==> src/rtl/fft_peak_tracker.sv <==
// fft_peak_tracker: finds the largest Manhattan-magnitude bin in a bin window of each FFT frame.
// Pipeline: stage 1 registers |re|+|im|; stage 2 holds the bin counter and the best-so-far
// search; the report registers drive the outputs and hold their values until the next report.
// Build option: define PEAK_NEIGHBOR_EN to also report the magnitudes of the bins on either
// side of the peak (mag_left / mag_right).
module fft_peak_tracker #(
  parameter int unsigned DATA_W  = 32,
  parameter int unsigned FFT_LEN = 4096,
  parameter int unsigned BIN_W   = 13
) (
  input  logic              clk,
  input  logic              reset_n,
  input  logic              sourceValid,
  input  logic              sop,
  input  logic              eop,
  input  logic [DATA_W-1:0] real_sig,
  input  logic [DATA_W-1:0] img_sig,
  input  logic [BIN_W-1:0]  min_bin,
  input  logic [BIN_W-1:0]  max_bin,
  input  logic [DATA_W:0]   threshold,
  output logic              peak_valid,
  output logic              peak_found,
  output logic [BIN_W-1:0]  peak_bin,
  output logic [DATA_W:0]   peak_mag,
  output logic              frame_err
`ifdef PEAK_NEIGHBOR_EN
  ,
  output logic [DATA_W:0]   mag_left,
  output logic [DATA_W:0]   mag_right
`endif
);

  localparam logic [BIN_W-1:0] LastBin = BIN_W'(FFT_LEN - 1);

  typedef enum logic [1:0] {StIdle, StScan, StReport} state_e;

  // Stage 1: magnitude pipeline
  logic [DATA_W-1:0] abs_re, abs_im;
  logic [DATA_W:0]   mag_in;
  logic              s1_valid_q, s1_sop_q, s1_eop_q;
  logic [DATA_W:0]   s1_mag_q;

  // Window and threshold, latched on the input side with each accepted sop
  logic [BIN_W-1:0]  win_min_q, win_max_q;
  logic [DATA_W:0]   win_thr_q;

  // Stage 2: search state
  state_e            state_q;
  logic [BIN_W-1:0]  cnt_q;         // index of the next beat within the frame
  logic              best_found_q;
  logic [BIN_W-1:0]  best_bin_q;
  logic [DATA_W:0]   best_mag_q;
  logic              eop_err_q;     // eop landed on a bin other than the last one

  // Report registers
  logic              peak_valid_q, peak_found_q, frame_err_q;
  logic [BIN_W-1:0]  peak_bin_q;
  logic [DATA_W:0]   peak_mag_q;

`ifdef PEAK_NEIGHBOR_EN
  logic [DATA_W:0]   prev_mag_q;
  logic [DATA_W:0]   best_left_q, best_right_q;
  logic              right_pend_q;  // next in-frame beat supplies the right neighbour
  logic [DATA_W:0]   mag_left_q, mag_right_q;
  logic [DATA_W:0]   left_val;
`endif

  // Stage-2 decode signals
  logic [BIN_W-1:0]  bin_cur;
  logic              in_frame;
  logic              base_found;
  logic [DATA_W:0]   base_mag;
  logic              in_win;
  logic              cand;
  logic              eop_bad;

  // Absolute values fit unsigned in DATA_W bits; the most negative input maps to 2^(DATA_W-1)
  always_comb begin
    abs_re = real_sig[DATA_W-1] ? (~real_sig + DATA_W'(1)) : real_sig;
    abs_im = img_sig[DATA_W-1]  ? (~img_sig  + DATA_W'(1)) : img_sig;
    mag_in = {1'b0, abs_re} + {1'b0, abs_im};
  end

  // Stage 1 registers plus window/threshold capture on accepted sop
  always_ff @(posedge clk or negedge reset_n) begin
    if (!reset_n) begin
      s1_valid_q <= 1'b0;
      s1_sop_q   <= 1'b0;
      s1_eop_q   <= 1'b0;
      s1_mag_q   <= '0;
      win_min_q  <= '0;
      win_max_q  <= '0;
      win_thr_q  <= '0;
    end else begin
      s1_valid_q <= sourceValid;
      s1_sop_q   <= sourceValid & sop;
      s1_eop_q   <= sourceValid & eop;
      if (sourceValid) begin
        s1_mag_q <= mag_in;
      end
      if (sourceValid && sop) begin
        win_min_q <= min_bin;
        win_max_q <= max_bin;
        win_thr_q <= threshold;
      end
    end
  end

  // Candidate evaluation for the beat leaving stage 1; a sop beat compares against a cleared best
  always_comb begin
    bin_cur    = s1_sop_q ? '0 : cnt_q;
    in_frame   = s1_valid_q && (s1_sop_q || (state_q == StScan));
    base_found = s1_sop_q ? 1'b0 : best_found_q;
    base_mag   = s1_sop_q ? '0 : best_mag_q;
    in_win     = (bin_cur >= win_min_q) && (bin_cur <= win_max_q);
    // Strict greater-than against the best keeps the lower bin on ties
    cand       = in_frame && in_win && (s1_mag_q > win_thr_q) &&
                 (!base_found || (s1_mag_q > base_mag));
    eop_bad    = (bin_cur != LastBin);
`ifdef PEAK_NEIGHBOR_EN
    // Bin 0 has no left neighbour; otherwise the previous beat belongs to this frame
    left_val   = (bin_cur == '0) ? '0 : prev_mag_q;
`endif
  end

  // Search FSM, bin counter, best-so-far tracking and registered report outputs
  always_ff @(posedge clk or negedge reset_n) begin
    if (!reset_n) begin
      state_q      <= StIdle;
      cnt_q        <= '0;
      best_found_q <= 1'b0;
      best_bin_q   <= '0;
      best_mag_q   <= '0;
      eop_err_q    <= 1'b0;
      peak_valid_q <= 1'b0;
      peak_found_q <= 1'b0;
      peak_bin_q   <= '0;
      peak_mag_q   <= '0;
      frame_err_q  <= 1'b0;
`ifdef PEAK_NEIGHBOR_EN
      prev_mag_q   <= '0;
      best_left_q  <= '0;
      best_right_q <= '0;
      right_pend_q <= 1'b0;
      mag_left_q   <= '0;
      mag_right_q  <= '0;
`endif
    end else begin
      peak_valid_q <= 1'b0;
      frame_err_q  <= 1'b0;

      // Present the finished frame; a sop arriving this same cycle overrides the Idle move below
      if (state_q == StReport) begin
        peak_valid_q <= 1'b1;
        peak_found_q <= best_found_q;
        peak_bin_q   <= best_bin_q;
        peak_mag_q   <= best_mag_q;
        if (eop_err_q) begin
          frame_err_q <= 1'b1;
        end
`ifdef PEAK_NEIGHBOR_EN
        mag_left_q   <= best_left_q;
        mag_right_q  <= best_right_q;
`endif
        state_q      <= StIdle;
      end

      if (in_frame) begin
        // A sop while scanning abandons the partial frame
        if (s1_sop_q && (state_q == StScan)) begin
          frame_err_q <= 1'b1;
        end
        cnt_q <= bin_cur + BIN_W'(1);
        if (s1_sop_q) begin
          best_found_q <= 1'b0;
          best_bin_q   <= '0;
          best_mag_q   <= '0;
`ifdef PEAK_NEIGHBOR_EN
          best_left_q  <= '0;
          best_right_q <= '0;
          right_pend_q <= 1'b0;
`endif
        end
        if (cand) begin
          best_found_q <= 1'b1;
          best_bin_q   <= bin_cur;
          best_mag_q   <= s1_mag_q;
`ifdef PEAK_NEIGHBOR_EN
          best_left_q  <= left_val;
          best_right_q <= '0;
          right_pend_q <= 1'b1;
`endif
        end
`ifdef PEAK_NEIGHBOR_EN
        else if (right_pend_q && !s1_sop_q) begin
          // Captured regardless of the window
          best_right_q <= s1_mag_q;
          right_pend_q <= 1'b0;
        end
        prev_mag_q <= s1_mag_q;
`endif
        if (s1_eop_q) begin
          state_q   <= StReport;
          eop_err_q <= eop_bad;
        end else begin
          state_q   <= StScan;
        end
      end else if (s1_valid_q && s1_eop_q) begin
        // eop outside a frame: flag it, no report
        frame_err_q <= 1'b1;
      end
    end
  end

  assign peak_valid = peak_valid_q;
  assign peak_found = peak_found_q;
  assign peak_bin   = peak_bin_q;
  assign peak_mag   = peak_mag_q;
  assign frame_err  = frame_err_q;

`ifdef PEAK_NEIGHBOR_EN
  assign mag_left   = mag_left_q;
  assign mag_right  = mag_right_q;
`else
  // Neighbour magnitudes are not tracked in this build
`endif

endmodule
==> config.mk <==
export PLATFORM = sky130hd
export DESIGN_NAME = fft_peak_tracker
export DESIGN_NICKNAME = d
export VERILOG_FILES = /design/src/rtl/fft_peak_tracker.sv
export SDC_FILE = /design/constraint.sdc
export NUM_CORES = 1
export LEC_CHECK = 0
export CAP_MARGIN = 25
export CORE_UTILIZATION = 50
export CTS_CLUSTER_DIAMETER = 150
export DETAILED_ROUTE_END_ITERATION = 16
export GPL_ROUTABILITY_DRIVEN = 0
export GPL_TIMING_DRIVEN = 0
export HOLD_SLACK_MARGIN = 0.05
export PLACE_DENSITY = 0.77
export RECOVER_POWER = 25
export SLEW_MARGIN = 30
export SYNTH_ARGS = -nofsm -noshare
export SYNTH_HDL_FRONTEND = slang
export SYNTH_SLANG_ARGS = --single-unit
==> constraint.sdc <==
create_clock -name clk -period 3.5 [get_ports clk]
set_clock_uncertainty 0.15 [all_clocks]
set_input_delay 0.35 -clock clk [delete_from_list [all_inputs] [get_ports clk]]
set_output_delay 0.35 -clock clk [all_outputs]
set_load 0.05 [all_outputs]
==> results by stage, run 1 <==
Worst setup path:
- The critical path's most frequent cell is or4_4.
- Traced cell by cell, the critical path runs through buf_6 > or4_4 > or4_4 > or2_4 > or4_4 > or3_4 > o21ai_2 > xnor2_1 > ha_1 > nand3_2 > nor2_4 > buf_4 > nand3_1 > o2111ai_2 > mux2i_2 > nor2_1.
- The end point of the critical path is s1_mag_q[31]$_DFFE_PN0P_.
- For the worst setup path, the data required time is 3730 ps.
- Of all nets on the critical path, the largest fanout is 4.
- The critical path launch point is real_sig[18].
- The critical path is of the in -> reg type.
- STA classifies the critical path endpoint as a flip-flop.
- The number of cell instances on the worst register-to-register path is 11.
- STA classifies the critical path startpoint as a primary input.
- The startpoint identified for the worst register-to-register timing path is s1_mag_q[32]$_DFFE_PN0P_.
- For this design, the slowest cell found on the critical path is or4_4.
- The reg-to-reg critical path endpoint is best_bin_q[5]$_DFFE_PN0P_.
- The maximum cell stage delay along the critical path is 530 ps.
- The worst register-to-register path has a setup slack of 130 ps.
- For the worst setup path, the data arrival time is 4050 ps.

Power:
- The sequential power share is 34.9%.
- The total design power is 0.00956 W.
- The internal power component is 0.00590 W.
- Summed over all cells, the static leakage comes to 7.61 nW.
- The largest voltage drop on the vdd net is 0.000401 V.
- The share of power burned in the clock network is 24.8%.
- The switching power summed over all nets is 0.00366 W.
- The switching part of the total is 38.3%.
- The power per unit of standard cell area is 563 mW/mm^2.
- The combinational share of power is 40.3%.

Synthesis:
- The cell area that synthesis handed to floorplanning was 0.0131 sq mm.
- Counting flops with an async set or reset pin after synthesis yields a share of 100%.
- In this run, distinct cell masters in the synthesized netlist total 58.
- The per-instance average area after synthesis is 8.73 sq um.
- Of all cell types, the one taking the most synthesized area is dfrtp_1.
- The number of nets in the synthesized netlist is 1755.
- The share of synthesized area occupied by flip-flops and latches is 39.6%.
- Ranked by total cell area, the synthesized netlist is headed by dfrtp_1, ha_1, nand2_1.
- The synthesized design contains 207 register bits.
- The synthesized design devotes to its leading area cell type 39.6% of total area.
- The number of warnings issued by yosys is 0.
- The dominant register cell in the synthesized netlist is dfrtp_1.
- In this run, synthesis inferred 0 flip-flops with an integrated enable.
- The post-synthesis cell count is 1499.

Placed design:
- The final HPWL from detailed placement is 27.1 mm.
- Buffers placed on the I/O ports in this run total 176.

Clock network:
- After clock tree synthesis, the clock-pin slew on the worst setup and hold paths is 60 ps.
- The H-tree depth is 1.
- The TritonCTS sink count is 207.
- The clock tree from TritonCTS is built.
- The cell at the root of the clock tree is clkbuf_16.
- The clock passes through at most 3 buffers.
- The TritonCTS buffer count is 22.
- At the later pin of the worst-skew pair, clock insertion delay measures 500 ps.

Global route:
- The initial antenna violation count is 5.
- The first global-routing pass estimated 57.2 mm of wire.
- The via count of the first global-routing pass is 11600.
- Entering global routing, the biggest net connects 85 pins.
- Global routing used 26.7% of the available tracks across all layers.
- The total overflow left after global routing is 0.

Floorplan:
- The standard-cell row count is 58.
- The area of the die is 0.0268 sq mm.
- The chip width is 164 um.
- Pin placement for this block handled 177 I/O pins.
- The die outline height is 164 um.
- The core region is 0.0254 sq mm.
- The starting density of the core is 51.5%.

STA:
- The setup violation total in the final timing report is 10.
- The pin slew with the least headroom to its limit is 1450 ps.
- Derived from the worst setup path, the maximum achievable clock frequency is 0.262 GHz.
- Once routing completed, OpenROAD measured the worst setup slack at -319 ps.
- The final hold violation count is 0.
- The final critical delay including setup and external delays is 3820 ps.
- The final cycle utilization of the critical path is 109%.
- Measured against its own limit, the worst slew margin works out to 3.14%.
- The number of max-slew violations in the final report was 0.
- Setup repair after global routing could not meet its margin everywhere.

Detailed routing:
- The number of DRC violations after detailed routing is 0.
- After detailed routing, the total wire length is 35.8 mm.
- Dividing the detail-routed via count by the number of cells gives 5.68.
- The wire length per cell is 17.2 um.
- Before antenna repair, the detailed router went through 7 iterations.
- The count of nets left with antenna violations once routing finished came out at 0.
- The number of vias in the routed layout is 11800.
- After the first detailed-routing iteration, the DRC count stood at 707.

Run status:
- The final reports fail on negative setup slack.
- The flow ran to the end, but the final reports show violations.

Finish:
- The library cells used most frequently in the layout, excluding fill and tap cells, are nand2_1, dfrtp_1, o21ai_0.
- The fraction of the core area covered by cells at the end of the flow is 66.8%.
- After the last flow step, the layout net total stands at 1989.
- Of the cells placed in the final design, the portion with a size suffix greater than 1 is 13.7%.
- Compared with the post-synthesis result, the final layout area differs by 29.7%.
- The number of fill cells is 1993.
- The most common library cell in the layout ignoring fill and taps is nand2_1.
- The repair_antennas step left the layout with diodes totalling 0.

Min path:
- The tightest min-delay check is of the in -> reg type.

Job:
- Max-cap violations in this run came to 0.
worst min path at each step:
| stage | startpoint | cells after the start | slack, ps | to |
|---|---|---|---|---|
| floorplan | reset_n | 0 | -100 | best_bin_q[0]$_DFFE_PN0P_ |
| global placement | best_bin_q[8]$_DFFE_PN0P_ | 2 | 300 | peak_bin[8]$_DFFE_PN0P_ |
| detailed placement | reset_n | 1 | 160 | win_max_q[10]$_DFFE_PN0P_ |
| CTS | reset_n | 2 | 240 | win_max_q[11]$_DFFE_PN0P_ |
| global route | threshold[19] | 3 | 260 | win_thr_q[19]$_DFFE_PN0P_ |
| finish | threshold[19] | 3 | 250 | win_thr_q[19]$_DFFE_PN0P_ |
cell usage after synthesis, types with 3 or more instances:
master     count
nor2_1        58
xor2_1        13
o21bai_1       5
or3_1         10
o21a_1         7
or4_4          4
and3_1         3
o22ai_1        3
a21o_1        13
a211oi_1      11
nor4_1        11
o2111ai_1      6
inv_1        115
xnor2_1       76
nor3_1        12
a2111oi_0      3
o21ai_0      160
mux2_2        25
nand4_1       18
o31ai_1       14
clkbuf_1      50
o41ai_1       10
a21boi_0       4
buf_1          9
a22o_1         4
nor2b_1       20
a31oi_1        5
a21oi_1       59
dfrtp_1      207
ha_1         127
o211ai_1      13
o221ai_1      32
nand2b_1      15
mux2i_1        4
nand3b_1       4
nand2_1      306
nand3_1       31
per-layer routing:
metal | wire, um | vias up | global-route usage (%) | share of wire, %
li1 | - | 5709 | - | -
met1 | 15000 | 5654 | 33.2 | 42
met2 | 17400 | 373 | 46.9 | 49
met3 | 2170 | 75 | 3.84 | 6.1
met4 | 1100 | 8 | 9.39 | 3.1
met5 | 48 | - | 0 | 0.13
sequential cells by signal, indices dropped and copies added, names as in the netlist:
signal        flops
s1_valid_q        1
peak_found        1
best_mag_q       33
peak_bin         13
peak_mag         33
s1_eop_q          1
best_found_q      1
s1_mag_q         33
peak_valid        1
win_thr_q        33
s1_sop_q          1
win_min_q        13
eop_err_q         1
win_max_q        13
best_bin_q       13
frame_err         1
state_q           2
cnt_q            13
power groups by stage:
stage | registers [W] | logic (W) | clock network [W]
detailed placement | 0.00336 | 0.00358 | 0
global placement | 0.00335 | 0.00342 | 0
finish | 0.00334 | 0.00385 | 0.00237
floorplan | 0.00379 | 0.00191 | 0
CTS | 0.00333 | 0.00373 | 0.00239
global route | 0.00340 | 0.00422 | 0.00250
repair_timing:
action / CTS / global route
gates resized for setup: 154 / 83
buffers inserted: 23 / 15
endpoints found under the hold margin: 59 / 0
hold buffers: 1 / 0
endpoints found under the setup margin: 65 / 65
pin swaps: 40 / 28
worst max-delay path, delay by kind of cell:
kind	cells	cell delay, ps
mux	1	300
simple gates	9	2470
fa+ha+maj	1	350
buf+inv	2	230
xor+xnor	1	90
compound gates	2	270
area by class of cell:
| cell class | count | area (sq um) | share of cell area (%) |
|---|---|---|---|
| Clock inverter | 10 | 109 | 0.641 |
| Multi-Input combinational cell | 1115 | 7850 | 46.2 |
| Tap cell | 330 | 413 | 2.43 |
| Buffer | 54 | 273 | 1.61 |
| Clock buffer | 30 | 632 | 3.72 |
| Timing Repair Buffer | 217 | 2080 | 12.3 |
| Inverter | 116 | 438 | 2.58 |
| Sequential cell | 207 | 5180 | 30.5 |
cells by family after synthesis:
logic type	synth area share [%]
muxes	2.46
DFF	39.6
and+or+nand+nor	17.4
adders and majority gates	12.3
AOI/OAI and AO/OA	17.3
xor gates and xnor gates	5.96
buffers and inverters	5.10
stage by stage:
step / setup TNS (ps) / hold slack (ps) / setup slack [ps] / instances / area, sq um
after floorplan: -2790 / -95.6 / -608 / 1499 / 13200
after global placement: -1442980 / 302 / -6660 / 2005 / 15300
after detailed placement: -70530 / 163 / -1410 / 2007 / 15400
after CTS: -800 / 235 / -267 / 2065 / 16600
after global routing: -3300 / 263 / -387 / 2079 / 17000
final: -937 / 252 / -319 / 2079 / 17000
Note: power is estimated with default switching activity, not from simulation.
==> inputs of run 2 (changes only) <==
--- a/config.mk
+++ b/config.mk
@@ -6,14 +6,17 @@
 export NUM_CORES = 1
 export LEC_CHECK = 0
 export CAP_MARGIN = 25
-export CORE_UTILIZATION = 50
+export CELL_PAD_IN_SITES_DETAIL_PLACEMENT = 0
+export CELL_PAD_IN_SITES_GLOBAL_PLACEMENT = 1
+export CORE_UTILIZATION = 38
 export CTS_CLUSTER_DIAMETER = 150
 export DETAILED_ROUTE_END_ITERATION = 16
 export GPL_ROUTABILITY_DRIVEN = 0
 export GPL_TIMING_DRIVEN = 0
 export HOLD_SLACK_MARGIN = 0.05
-export PLACE_DENSITY = 0.77
+export PLACE_DENSITY_LB_ADDON = 0.1
 export RECOVER_POWER = 25
+export SETUP_SLACK_MARGIN = 0.5
 export SLEW_MARGIN = 30
 export SYNTH_ARGS = -nofsm -noshare
 export SYNTH_HDL_FRONTEND = slang
==> run 2 against run 1 <==
Effect of this change: the flow finishes with violations (max-capacitance violations, max-slew violations, negative setup slack); non-clock buffer count increased by 54; count of clock-buffer cells in the layout increased by 1; final cell count increased by 8.6%; maximum frequency decreased by 2.3%; clock power increased by 9.7%; sequential power about the same; sequential share of layout area decreased by 2.8 points; register-to-register slack improved by 130 ps; routed wire length increased by 8.8%; die area increased by 31%; first-iteration DRC count decreased by 23%; setup slack got worse by 91 ps; critical path type unchanged; largest power group unchanged.
==> results by stage, run 2 (synthesis gave the netlist of run 1 again) <==
Run status:
- The run finished, with violations left.
- The checks that failed: max-capacitance violations, max-slew violations, negative setup slack.

Clock network:
- TritonCTS built the clock tree.
- The clock transition time at the flip-flop clock pins of the worst setup and hold paths is 60 ps.
- The cell at the root of the clock tree is clkbuf_16.
- The H-tree depth is 1.
- The worst-case clock buffer depth is 3.
- For the worst-skew pair, the clock arrives at the later sink with an insertion delay of 510 ps.
- For this design, the sink count on the clock tree is 207.
- The TritonCTS buffer count is 24.

Finish:
- Leaving out fill and tap cells, the most frequent cells in the layout are nand2_1, dfrtp_1, clkdlybuf4s50_1.
- The post-layout net count is 2045.
- The number of fill cells is 3109.
- Compared with the post-synthesis result, the final layout area differs by 42.8%.
- Leaving out fill and tap cells, the most frequent cell in the layout is nand2_1.
- The fraction of final layout cells with drive strength greater than 1 is 22.0%.

Detailed routing:
- For this run, the detailed router's first-pass iteration total came to 5.
- The number of DRC violations after detailed routing is 0.
- The ratio of routed vias to standard cells is 5.15.
- The number of routed nets with antenna violations is 0.
- For this block, the initial DRC count from the detailed router was 543.
- Wires add up to 38.9 mm.
- Detailed routing inserted a total of 11600 vias.
- The wire length per cell is 17.2 um.

STA:
- Once routing completed, OpenROAD measured the worst setup slack at -410 ps.
- The number of max-slew violations in the final report was 78.
- Setup violations remaining at the end of the flow were counted as 10.
- The final critical path takes up 112% of the cycle.
- For the pin with the worst max-slew slack, the measured transition is 1920 ps.
- Summed over all failing endpoints, the final setup total negative slack is -1380 ps.
- The worst relative slew slack is -28.1%.
- Setup repair after global routing could not meet its margin everywhere.
- Derived from the worst setup path, the maximum achievable clock frequency is 0.256 GHz.
- The final hold violation count is 0.
- The smallest clock period supported by the final layout is computed as 3910 ps.

Floorplan:
- In this run the horizontal extent of the chip is 188 um.
- 177 I/O pins were placed.
- In this run the standard cell core region covers 0.0337 sq mm.
- The die is 188 um tall.
- The standard-cell row count is 67.
- The starting density of the core is 38.8%.
- The die covers 0.0352 sq mm.

Placed design:
- OpenSTA, run right after detailed placement, puts the worst setup slack at -1490 ps.
- The final HPWL from detailed placement is 28.9 mm.
- The total of buffers placed on input and output ports is 176.

Worst setup path:
- STA classifies the critical path endpoint as a flip-flop.
- The reg-to-reg critical path endpoint is best_mag_q[29]$_DFFE_PN0P_.
- The startpoint kind of the worst setup timing path is a primary input.
- For the worst setup path, the data required time is 3740 ps.
- The critical setup path kind is in -> reg.
- The setup slack of the worst register-to-register path is 260 ps.
- For the worst setup path, the data arrival time is 4150 ps.
- The worst reg2reg path startpoint is s1_sop_q$_DFF_PN0_.
- The peak fanout along the critical path is 5.
- For the worst flop-to-flop path, the logic depth is 17.

Global route:
- After global routing the overflow that remains totals 0.
- For this run, the total global-route usage over all layers was measured as 22.0%.
- The via count of the first global-routing pass is 11800.
- The largest net degree at the start of global routing is 78.
- The initial antenna violation count was 7.
- The first global-routing pass estimated 62.1 mm of wire.

Min path:
- The path class of the tightest hold or removal check is in -> reg.
- In this run the most critical hold path is launched from threshold[2].
- The worst hold path passes through 3 cells.
- The hold path endpoint is win_thr_q[2]$_DFFE_PN0P_.

Power:
- Across the VDD grid, the largest voltage drop is 0.000329 V.
- In this run the static leakage power is 8.28 nW.
- The total design power is 0.0100 W.
- In this run the power density over the cells is 537 mW/mm^2.

Job:
- The reported max-cap violation count is 1.
-- run 2: worst max-delay path, cell delays in order --
cell       delay (ps)
buf_8             100
or4_4             530
or4_4             430
or2_4             280
or4_4             430
or3_4             390
buf_6             130
o31ai_4           240
xnor2_2           100
ha_1              310
buf_8             120
nand4_1           110
o2111ai_2         250
mux2i_2           320
nor2_1             60
-- run 2: where the power goes --
part	switching [W]	internal [W]
clock network	0.00101	0.00159
registers	0.000461	0.00291
logic	0.00234	0.00173
total	0.00381	0.00622
-- run 2: worst max path at each step --
stage	startpoint	endpoint	slack, ps	cells past startpoint
after floorplan	real_sig[17]	s1_mag_q[29]$_DFFE_PN0P_	-610	17
after global placement	reset_n	s1_mag_q[32]$_DFFE_PN0P_	-7270	1
after detailed placement	img_sig[15]	s1_mag_q[31]$_DFFE_PN0P_	-1490	15
after CTS	real_sig[18]	s1_mag_q[29]$_DFFE_PN0P_	-580	18
after global routing	img_sig[17]	s1_mag_q[31]$_DFFE_PN0P_	-490	15
final	img_sig[17]	s1_mag_q[31]$_DFFE_PN0P_	-410	15
-- run 2: metrics by stage --
stage                     hold slack [ps]  std cells  utilization, %  instance area [sq um]
after floorplan                     -95.6       1499               -                  13200
after global placement                307       2123            46.1                  15500
after detailed placement              223       2125            46.3                  15600
after CTS                             230       2234            53.9                  18200
after global routing                  233       2255            55.4                  18700
final                                 236       2257            55.4                  18700
-- run 2: what timing repair did --
action	in CTS	in global routing
hold endpoints to repair	76	0
endpoints found under the setup margin	72	67
pin swaps	80	58
cloned	6	2
resized for setup	343	106
buffers inserted	59	18
hold buffers	1	0
-- run 2: layer usage --
metal	GRT usage, %	routed length, um	vias up
met2	39.4	19300	265
met5	0	43	-
met1	27.9	17000	5493
met3	3.13	1840	50
li1	-	-	5819
met4	5.00	774	6
-- run 2: final cells by class --
type | count | area [sq um] | area share, %
Antenna cell | 3 | 7.51 | 0.0402
Buffer | 61 | 558 | 2.99
Clock buffer | 31 | 678 | 3.63
Clock inverter | 12 | 144 | 0.770
Inverter | 116 | 445 | 2.38
Multi-Input combinational cell | 1115 | 8510 | 45.5
Sequential cell | 207 | 5180 | 27.7
Tap cell | 448 | 561 | 3.00
Timing Repair Buffer | 264 | 2600 | 13.9
